===== src/rtl/tile_pkg.sv =====
// ============================================================================
// Module  : tile_pkg
// Purpose : Shared types and constants for the tile output streamer.
//           - state_e       : streamer FSM states
//           - TILE_W_DEF     : default stream word width
//           - TILE_DEPTH_DEF : default words per tile (one BRAM half)
//           - sel_bit_pos()  : position of the half-select bit in a BRAM
//                              address, which equals the word-index width
// Revision: 1.0 - initial release
// ============================================================================
`default_nettype none

package tile_pkg;

    typedef enum logic [1:0] {
        S_IDLE  = 2'd0,
        S_READ  = 2'd1,
        S_DRAIN = 2'd2,
        S_DONE  = 2'd3
    } state_e;

    localparam int TILE_W_DEF     = 16;
    localparam int TILE_DEPTH_DEF = 256;

    // The half-select bit sits directly above the word index.
    function automatic int sel_bit_pos(input int depth);
        return $clog2(depth);
    endfunction

endpackage

`default_nettype wire


===== src/rtl/tile_rd_fifo.sv =====
// ============================================================================
// Module  : tile_rd_fifo
// Purpose : Small synchronous FIFO that absorbs BRAM read latency in front of
//           the output stream. Depth need not be a power of two.
// Ports   : clk, rst (async, active-high)
//           i_push / i_din   write side
//           i_pop  / o_dout  read side (o_dout = head entry, stable until pop)
//           o_count, o_full, o_empty  occupancy status
// Revision: 1.0 - initial release
// ============================================================================
`default_nettype none

module tile_rd_fifo #(
    parameter int DW     = 17,
    parameter int FDEPTH = 3,
    parameter int CW     = $clog2(FDEPTH + 1)
) (
    input  logic          clk,
    input  logic          rst,
    input  logic          i_push,
    input  logic [DW-1:0] i_din,
    input  logic          i_pop,
    output logic [DW-1:0] o_dout,
    output logic [CW-1:0] o_count,
    output logic          o_full,
    output logic          o_empty
);

    localparam int PW = (FDEPTH > 1) ? $clog2(FDEPTH) : 1;
    localparam logic [PW-1:0] LAST_PTR = PW'(FDEPTH - 1);

    logic [DW-1:0] r_mem [FDEPTH];
    logic [PW-1:0] r_wr_ptr;
    logic [PW-1:0] r_rd_ptr;
    logic [CW-1:0] r_count;
    logic          w_wr;
    logic          w_rd;

    assign o_full  = (r_count == CW'(FDEPTH));
    assign o_empty = (r_count == '0);
    assign o_count = r_count;
    assign o_dout  = r_mem[r_rd_ptr];

    assign w_wr = i_push && !o_full;
    assign w_rd = i_pop && !o_empty;

    always_ff @(posedge clk or posedge rst) begin
        if (rst) begin
            for (int i = 0; i < FDEPTH; i++) begin
                r_mem[i] <= '0;
            end
            r_wr_ptr <= '0;
            r_rd_ptr <= '0;
            r_count  <= '0;
        end else begin
            if (w_wr) begin
                r_mem[r_wr_ptr] <= i_din;
                r_wr_ptr        <= (r_wr_ptr == LAST_PTR) ? '0 : r_wr_ptr + PW'(1);
            end
            if (w_rd) begin
                r_rd_ptr <= (r_rd_ptr == LAST_PTR) ? '0 : r_rd_ptr + PW'(1);
            end
            case ({w_wr, w_rd})
                2'b10:   r_count <= r_count + CW'(1);
                2'b01:   r_count <= r_count - CW'(1);
                default: r_count <= r_count;
            endcase
        end
    end

endmodule

`default_nettype wire


===== src/rtl/tile_stream_out.sv =====
// ============================================================================
// Module  : tile_stream_out
// Purpose : Reads a freshly loaded ping-pong BRAM half and streams its words
//           out as valid/ready with an end-of-tile marker, then releases the
//           half back to the loader. Read requests are credit-limited so the
//           output FIFO can always accept returning BRAM data.
// Ports   : clk, rst (async, active-high)
//           tile_ready/tile_sel       loader done pulse + filled half
//           bram_re/bram_raddr/bram_rdata  BRAM read port ({sel, index})
//           out_valid/out_ready/out_data/out_last  output stream
//           tile_free/tile_free_sel   half release pulse
//           busy, overrun             status (overrun is sticky)
//           perf_stall, perf_words    saturating counters, only with
//                                     TILE_STREAM_OUT_PERF_EN defined
// Config  : `define TILE_STREAM_OUT_PERF_EN adds the performance counters.
// Revision: 1.0 - initial release
// ============================================================================
`default_nettype none

module tile_stream_out
    import tile_pkg::*;
#(
    parameter int W      = TILE_W_DEF,
    parameter int DEPTH  = TILE_DEPTH_DEF,
    parameter int RD_LAT = 1
) (
    input  logic                       clk,
    input  logic                       rst,
    input  logic                       tile_ready,
    input  logic                       tile_sel,
    output logic                       bram_re,
    output logic [$clog2(2*DEPTH)-1:0] bram_raddr,
    input  logic [W-1:0]               bram_rdata,
    output logic                       out_valid,
    input  logic                       out_ready,
    output logic [W-1:0]               out_data,
    output logic                       out_last,
    output logic                       tile_free,
    output logic                       tile_free_sel,
    output logic                       busy,
    output logic                       overrun
`ifdef TILE_STREAM_OUT_PERF_EN
    ,
    output logic [31:0]                perf_stall,
    output logic [31:0]                perf_words
`endif
);

    localparam int IW     = sel_bit_pos(DEPTH);
    localparam int FDEPTH = RD_LAT + 2;
    localparam int CW     = $clog2(FDEPTH + 1);
    localparam logic [IW-1:0] LAST_IDX = IW'(DEPTH - 1);

    state_e          r_state;
    state_e          w_state_nxt;
    logic            r_sel;
    logic [IW-1:0]   r_rd_idx;
    logic            r_pend_valid;
    logic            r_pend_sel;
    logic            r_overrun;
    logic [RD_LAT-1:0] r_vld_sr;
    logic [RD_LAT-1:0] r_last_sr;

    logic            w_start;
    logic            w_start_sel;
    logic            w_issue;
    logic            w_issue_last;
    logic            w_tile_free;
    logic            w_has_credit;
    logic [CW-1:0]   w_inflight;
    logic [CW:0]     w_credit_used;
    logic            w_push;
    logic            w_pop;
    logic [W:0]      w_fifo_dout;
    logic [CW-1:0]   w_fifo_count;
    logic            w_fifo_full;
    logic            w_fifo_empty;

    // ------------------------------------------------------------------
    // Credit: entries already in the FIFO plus reads still in the BRAM
    // pipeline may never exceed the FIFO depth, so a returning word always
    // finds a free slot regardless of back-pressure.
    // ------------------------------------------------------------------
    always_comb begin
        w_inflight = '0;
        for (int i = 0; i < RD_LAT; i++) begin
            w_inflight = w_inflight + CW'(r_vld_sr[i]);
        end
    end

    assign w_credit_used = {1'b0, w_fifo_count} + {1'b0, w_inflight};
    assign w_has_credit  = (w_credit_used < (CW+1)'(FDEPTH));

    // A pending request has priority over a new pulse in the same cycle;
    // the new pulse then refills the pending slot.
    assign w_start_sel  = r_pend_valid ? r_pend_sel : tile_sel;
    assign w_issue_last = w_issue && (r_rd_idx == LAST_IDX);

    // ------------------------------------------------------------------
    // FSM
    // ------------------------------------------------------------------
    always_ff @(posedge clk or posedge rst) begin
        if (rst) begin
            r_state <= S_IDLE;
        end else begin
            r_state <= w_state_nxt;
        end
    end

    always_comb begin
        w_state_nxt = r_state;
        w_start     = 1'b0;
        w_issue     = 1'b0;
        w_tile_free = 1'b0;
        case (r_state)
            S_IDLE: begin
                if (r_pend_valid || tile_ready) begin
                    w_start     = 1'b1;
                    w_state_nxt = S_READ;
                end
            end
            S_READ: begin
                if (w_has_credit) begin
                    w_issue = 1'b1;
                    if (r_rd_idx == LAST_IDX) begin
                        w_state_nxt = S_DRAIN;
                    end
                end
            end
            S_DRAIN: begin
                // Nothing in flight and FIFO empty means the last word popped.
                if ((w_inflight == '0) && w_fifo_empty) begin
                    w_state_nxt = S_DONE;
                end
            end
            S_DONE: begin
                w_tile_free = 1'b1;
                w_state_nxt = S_IDLE;
            end
            default: w_state_nxt = S_IDLE;
        endcase
    end

    // ------------------------------------------------------------------
    // Read pointer, selected half, pending slot
    // ------------------------------------------------------------------
    always_ff @(posedge clk or posedge rst) begin
        if (rst) begin
            r_sel        <= 1'b0;
            r_rd_idx     <= '0;
            r_pend_valid <= 1'b0;
            r_pend_sel   <= 1'b0;
            r_overrun    <= 1'b0;
        end else begin
            if (w_start) begin
                r_sel    <= w_start_sel;
                r_rd_idx <= '0;
            end else if (w_issue) begin
                // Natural wrap returns the index to 0 after the last word.
                r_rd_idx <= r_rd_idx + IW'(1);
            end

            if (r_state == S_IDLE) begin
                if (r_pend_valid) begin
                    r_pend_valid <= tile_ready;
                    if (tile_ready) begin
                        r_pend_sel <= tile_sel;
                    end
                end
            end else if (tile_ready) begin
                if (r_pend_valid) begin
                    r_overrun <= 1'b1;
                end else begin
                    r_pend_valid <= 1'b1;
                    r_pend_sel   <= tile_sel;
                end
            end
        end
    end

    // ------------------------------------------------------------------
    // Return path: track each read through the BRAM latency so its data is
    // pushed exactly when it appears on bram_rdata.
    // ------------------------------------------------------------------
    always_ff @(posedge clk or posedge rst) begin
        if (rst) begin
            r_vld_sr  <= '0;
            r_last_sr <= '0;
        end else begin
            r_vld_sr  <= RD_LAT'({r_vld_sr, w_issue});
            r_last_sr <= RD_LAT'({r_last_sr, w_issue_last});
        end
    end

    assign w_push = r_vld_sr[RD_LAT-1];
    assign w_pop  = !w_fifo_empty && out_ready;

    tile_rd_fifo #(
        .DW     (W + 1),
        .FDEPTH (FDEPTH),
        .CW     (CW)
    ) u_fifo (
        .clk     (clk),
        .rst     (rst),
        .i_push  (w_push),
        .i_din   ({r_last_sr[RD_LAT-1], bram_rdata}),
        .i_pop   (w_pop),
        .o_dout  (w_fifo_dout),
        .o_count (w_fifo_count),
        .o_full  (w_fifo_full),
        .o_empty (w_fifo_empty)
    );

    a_no_overflow: assert property (@(posedge clk) disable iff (rst)
                                    !(w_push && w_fifo_full));

    // ------------------------------------------------------------------
    // Outputs
    // ------------------------------------------------------------------
    assign bram_re       = w_issue;
    assign bram_raddr    = {r_sel, r_rd_idx};
    assign out_valid     = !w_fifo_empty;
    assign out_data      = w_fifo_dout[W-1:0];
    assign out_last      = w_fifo_dout[W];
    assign tile_free     = w_tile_free;
    assign tile_free_sel = w_tile_free & r_sel;
    assign busy          = (r_state != S_IDLE) || r_pend_valid;
    assign overrun       = r_overrun;

`ifdef TILE_STREAM_OUT_PERF_EN
    logic [31:0] r_perf_stall;
    logic [31:0] r_perf_words;

    always_ff @(posedge clk or posedge rst) begin
        if (rst) begin
            r_perf_stall <= '0;
            r_perf_words <= '0;
        end else begin
            if (out_valid && !out_ready && (r_perf_stall != '1)) begin
                r_perf_stall <= r_perf_stall + 32'd1;
            end
            if (w_pop && (r_perf_words != '1)) begin
                r_perf_words <= r_perf_words + 32'd1;
            end
        end
    end

    assign perf_stall = r_perf_stall;
    assign perf_words = r_perf_words;
`endif

endmodule

`default_nettype wire


===== config.mk =====
export PLATFORM = sky130hd
export DESIGN_NAME = tile_stream_out
export DESIGN_NICKNAME = d
export VERILOG_FILES = /design/src/rtl/tile_pkg.sv /design/src/rtl/tile_rd_fifo.sv /design/src/rtl/tile_stream_out.sv
export SDC_FILE = /design/constraint.sdc
export NUM_CORES = 1
export LEC_CHECK = 0
export CAP_MARGIN = 25
export CORE_UTILIZATION = 58
export DETAILED_ROUTE_END_ITERATION = 10
export PLACE_DENSITY = 0.93
export SLEW_MARGIN = 30
export SYNTH_ARGS = -nofsm -noshare
export SYNTH_HDL_FRONTEND = slang
export SYNTH_HIERARCHICAL = 1
export SYNTH_SLANG_ARGS = --single-unit

===== constraint.sdc =====
create_clock -name clk -period 3.43 [get_ports clk]
set_clock_uncertainty 0.2 [all_clocks]
set_input_delay 0.686 -clock clk [delete_from_list [all_inputs] [get_ports clk]]
set_output_delay 0.686 -clock clk [all_outputs]
set_load 0.005 [all_outputs]

==> results.md, run 1 <==
* Result of the run: completed
* Initial DRC Count at 139
* Met3 wire len at 248 um
* Max stage delay on crit path at 0.50 ns
* Starting density of the core at 61.1%
* DIE HEIGHT at 78.6 um
* Remaining DRCs at 0
* TritonCTS Buffers at 9
* H-Tree Level Count at 3
* Syn nets at just over 300
* CTS tree: done
* Antenna Nets Post-Route at 0
* I/O Pins at 53
* Worst vdd ir at ~0.00062 V
* CP endpoint kind: output pin
* GRT Residual Overflow at 0
* Max-cap violations at 0
* Ys Warns at 6
* Vias at 2290
* # Post-CTS Setup Buffers at 0
* Area occupied by multi-input gates at 1480 sq um
* DR WL/cell at approximately 16 um
* Reg2reg start: u_fifo/o_count[0]
* Clock root buffer master: clkbuf_8
* NumNets Final at 363
* Final Hold Violating Endpoints at 0
* Worst-path fanout max at 6
* Die width at approximately 80 um
* Clk buf depth at 2
* Antenna Diode Count at 0
* PD cells at 929 nW/um^2
* Worst-margin pin slew at 0.913 ns
* CTS sink count at 73
* Rows at 27
* Hold_sp: overrun
* Area growth, synth to finish at 24.6%
* IO Port Bufs at 52
* Detailed Place HPWL at roughly 4300 um
* Final setup fails at 0
* Cell repeated most along the worst path: ha_1
* GPL Wtd Cong at 0.804
* FMAX at 310 MHz
* Crit path cell chain: ha_1, ha_1, a21oi_2, nand2_1, inv_1, clkdlybuf4s50_1
* Relative slew slack at between 30 and 40%
* Crit path arrival time at 2.34 ns
* Top delay family on crit path: buffers and inverters
* Die area at 6180 sq um
* Resize count post-CTS at 0
* DRT Pass-1 Iters at 4
* CTS Hold Bufs at 0
* Drt via density at 5.59
* TNS Setup at 0 ns
* CP startpoint kind: register
* Initial antenna violation count at 0
* Worst setup path category: register to output pin
* Synth Area per Inst at 12.4 sq um
* Fill cells at 346
* Cells after Synth at 275
* Met1 Wirelength at 2760 um
* Total GRT Usage at 23.7%
* Leakage at 1.85 nW
* Pin count of the biggest net entering global routing at 27
* First-pass GRT wire length at 10900 um
* Met2 WL at between 3000 and 4000 um
* CP startpoint: u_fifo/o_count[0]
* Post-Synthesis Cell Area at 3400 sq um
* Unrepaired setup endpoints after global routing: false
* Number of global-route vias before repair at 2321
* Final worst-path cycle share at 94.1%
* Storage cell area at 1830 sq um
* Routed WL at between 6000 and 7000 um
* Slowest CP cell: clkdlybuf4s50_1
* Worst-path clk slew at 0.07 ns
* Worst Path Required at 2.54 ns
* Min-Delay Path Class: register to register
* Post-layout util at 76.0%
* CORE AREA at ~5600 sq um
* Clk Latency, worst-skew pair at 0.34 ns
* Final Max Slew Viols at 0
* Post-layout min period at 3.23 ns
* WP buf/inv at 2
* Max Used Layer: met4
* Layout cell share with drive strength beyond 1 at 25.1%
-- layout by cell type, fill, tap and decap left out, types with 3 or more instances in the layout --
master	instances
nor2_1	9
nand3_1	5
inv_2	3
a21oi_1	4
buf_4	5
inv_1	8
nand4_1	3
mux2_2	52
o21ai_0	20
bufinv_16	3
mux2i_1	19
clkdlybuf4s50_1	52
dfrtp_1	73
clkbuf_8	10
nand2_1	25
ha_1	9
xor2_1	6
-- registers in the layout, summed over array words and instances, names as in the netlist --
signal and count:
u_fifo/r_wr_ptr 2, r_pend_valid 1, r_pend_sel 1, overrun 1, u_fifo/r_mem 51, r_rd_idx 8, r_sel 1, u_fifo/r_rd_ptr 2
u_fifo/o_count 2, r_state 2, r_last_sr 1, r_vld_sr 1
-- power breakdown --
part | switching [mW] | internal (mW) | leakage (nW)
clock | 0.312 | 0.502 | 0.120
combinational | 0.683 | 0.959 | 0.849
sequential | 0.246 | 1.24 | 0.881
-- routing by layer --
metal | up-vias | GRT usage (%)
met4 | 0 | 12.4
met1 | 1150 | 27.8
met3 | 14 | 4.19
met5 | - | 0
met2 | 52 | 41.1
li1 | 1074 | -
-- final cells by class --
cell class / instances / area share, %
repair buffers: 57 / 13.2
flip-flops and latches: 73 / 43.1
well taps: 72 / 2.13
inverters: 11 / 0.974
clock buffers: 11 / 3.34
clock inverters: 5 / 2.42
multi-input cells: 181 / 34.9
-- path summary, 6_finish.rpt --
kind / cells past startpoint / slack, ns / end
max: 6 / 0.20 / bram_re
min: 1 / 0.28 / overrun
max reg2reg: 6 / 1.09 / r_state[1]
min reg2reg: 1 / 0.28 / overrun
max in group asynchronous: 3 / 1.92 / u_fifo/r_rd_ptr[0]
min in group asynchronous: 2 / 0.46 / u_fifo/r_mem[44]
-- stage by stage --
step / std cells / cell area, sq um / hold WS, ns / total power, mW / worst slack, ns
4_1_cts: 410 / 4240 / 0.291 / 3.98 / 0.187
3_3_place_gp: 394 / 4000 / 0.258 / 3.04 / 0.632
3_5_place_dp: 394 / 4000 / 0.268 / 3.13 / 0.583
2_1_floorplan: 275 / 3400 / 0.264 / 2.46 / 1.14
5_1_grt: 410 / 4240 / 0.312 / 4.19 / 0.0688
6_report: 410 / 4240 / 0.277 / 3.94 / 0.202
Note: power is estimated with default switching activity, not from simulation.
==> run 2: changes to the inputs <==
--- a/config.mk
+++ b/config.mk
@@ -7,4 +7,5 @@
 export LEC_CHECK = 0
 export CAP_MARGIN = 25
+export CORE_ASPECT_RATIO = 0.6
 export CORE_UTILIZATION = 58
 export DETAILED_ROUTE_END_ITERATION = 10
==> constraint.sdc (replaced) <==
create_clock -name clk -period 3.43 [get_ports clk]
set_clock_uncertainty 0.2 [all_clocks]
set_input_delay 0.5145 -clock clk [delete_from_list [all_inputs] [get_ports clk]]
set_output_delay 0.5145 -clock clk [all_outputs]
set_load 0.005 [all_outputs]
==> run 2 against run 1 <==
Routed wire length rose by 3.7%. Via count down 0.44%. Core utilization decreased by 1.7 points. Non-clock buffer count did not move. Design area is 1.4% lower. Critical path type unchanged. Total power fell by 4.9%. Sequential power grew 3%. Maximum frequency grew 5.2%. Sequential share of layout area up 0.62 points. Sequential cell count unchanged. Largest power group unchanged.
==> results.md, run 2 (synthesis gave the netlist of run 1 again) <==
* Rows at 21 (-22%)
* Final Max Slew Viols at 0 (unchanged)
* Antenna Nets Post-Route at 0 (unchanged)
* # Post-CTS Setup Buffers at 0 (unchanged)
* Largest reg by FF count: u_fifo/r_mem
* I/O Pins at 53 (unchanged)
* TritonCTS Buffers at 9 (unchanged)
* Remaining DRCs at 0 (unchanged)
* Detailed Place HPWL at 4780 um (+11%)
* Number of global-route vias before repair at 2237 (-3.6%)
* CTS tree: done
* Post-DP Area at 4010 sq um (+0.25%)
* Crit path arrival time at 2.35 ns (about the same)
* Layout cell share with drive strength beyond 1 at 24.9% (-0.30 points)
* Placed insts at 402 (+2.0%)
* Initial DRC Count at 82 (-41%)
* GRT Residual Overflow at 0 (unchanged)
* TNS Setup at 0 ns (unchanged)
* Unrepaired setup endpoints after global routing: false
* CORE AREA at 5620 sq um (+0.88%)
* Final instance area at 4180 sq um (-1.4%)
* Leakage at 1.82 nW (-1.4%)
* CTS sink count at 73 (unchanged)
* Post-layout min period at 3.07 ns (-0.159 ns)
* GPL Wtd Cong at 0.834 (+3.8%)
* Worst setup path category: register to output pin
* Commonest non-fill, non-tap cell in the layout: dfrtp_1
* Clk buf depth at 2 (unchanged)
* Worst Path Required at 2.72 ns (+0.18 ns)
* Clk Latency, worst-skew pair at 0.35 ns (about the same)
* Routed WL at 6860 um (+3.7%)
* Drt via density at 5.45 (-2.3%)
* Worst-margin pin slew at 0.898 ns (-0.0154 ns)
* Largest regs: u_fifo/r_mem x51, r_rd_idx x8
* NumNets Final at 363 (unchanged)
* Final setup fails at 0 (unchanged)
* Post-layout util at 74.3% (-1.7 points)
* Pin count of the biggest net entering global routing at 24 (-11%)
* Vias at 2280 (-0.44%)
* CTS Hold Bufs at 0 (unchanged)
* Antenna Diode Count at 0 (unchanged)
* Worst-path clk slew at 0.07 ns (about the same)
* DRT Pass-1 Iters at 4 (unchanged)
* Commonest non-fill, non-tap cells in the layout: dfrtp_1 (73), clkdlybuf4s50_1 (52), mux2_2 (52)
* IO Port Bufs at 52 (unchanged)
* Total GRT Usage at 24.0% (+0.34 points)
* First-pass GRT wire length at 10800 um (-0.57%)
* Area growth, synth to finish at 22.8%
* DR WL/cell at 16.4 um (+1.7%)
* Clock root buffer master: clkbuf_8
* Die width at 101 um (+28%)
* Final Hold Violating Endpoints at 0 (unchanged)
* Starting density of the core at 60.5% (-0.53 points)
* Max-cap violations at 0 (unchanged)
* Die area at 6190 sq um (+0.16%)
* Relative slew slack at 39.9% (+1.0 points)
* Worst vdd ir at 0.000399 V (-36%)
* Result of the run: completed
* FMAX at 326 MHz (+5.2%)
* Min-Delay Path Class: register to register
* Resize count post-CTS at 0 (unchanged)
* Initial antenna violation count at 0 (unchanged)
* PD cells at 896 nW/um^2 (-3.5%)
* CP startpoint kind: register
* Largest register FFs at 51 (unchanged)
* Fin cells at 418 (+2.0%)
* Fill cells at 396 (+14%)
* Final worst-path cycle share at 89.5% (-4.6 points)
* H-Tree Level Count at 3 (unchanged)
* Worst-path fanout max at 6 (unchanged)
* CP endpoint kind: output pin
* DIE HEIGHT at 61.3 um (-22%)
[run 2: worst paths after layout]
path,start,to,slack [ns],cells past startpoint
min reg2reg,overrun,overrun,0.29,1
min,overrun,overrun,0.29,1
max in group asynchronous,rst,u_fifo/r_mem[21],2.01,3
max,u_fifo/o_count[0],bram_re,0.36,6
min in group asynchronous,rst,u_fifo/r_mem[16],0.34,2
max reg2reg,u_fifo/o_count[0],r_state[1],1.01,6
[run 2: where the power goes]
part | internal (mW) | switching (mW)
Clock | 0.299 | 0.295
Sequential | 1.24 | 0.288
Combinational | 0.959 | 0.668
[run 2: cell type report]
| class | count | area (sq um) | share of cell area (%) |
|---|---|---|---|
| timing repair buffer | 57 | 558 | 13.4 |
| clock buffer | 13 | 159 | 3.80 |
| clock inverter | 3 | 15.0 | 0.359 |
| sequential | 73 | 1830 | 43.7 |
| tap | 80 | 100 | 2.40 |
| multi-input combinational | 181 | 1480 | 35.4 |
| inverter | 11 | 41.3 | 0.988 |
[run 2: critical path, cell delays in order (launching register included)]
cell,delay [ns]
dfrtp_1,0.48
ha_1,0.23
ha_1,0.30
a21oi_2,0.24
nand2_1,0.16
inv_1,0.10
clkdlybuf4s50_1,0.50
[run 2: per-layer routing]
layer / part of all wire, % / global-route usage, % / vias to the layer above / wire length [um]
li1: - / - / 1075 / -
met1: 48 / 32.6 / 1146 / 3290
met2: 46 / 37.6 / 50 / 3180
met3: 4.7 / 7.15 / 9 / 324
met4: 1.0 / 8.70 / 0 / 72
met5: 0 / 0 / - / 0
[run 2: stage by stage]
| step | power [mW] | hold WS, ns | setup slack [ns] |
|---|---|---|---|
| after floorplan | 2.46 | 0.228 | 1.30 |
| after global placement | 3.05 | 0.252 | 0.813 |
| after detailed placement | 3.15 | 0.274 | 0.751 |
| after CTS | 3.76 | 0.289 | 0.354 |
| after global routing | 3.99 | 0.322 | 0.236 |
| final | 3.75 | 0.292 | 0.361 |
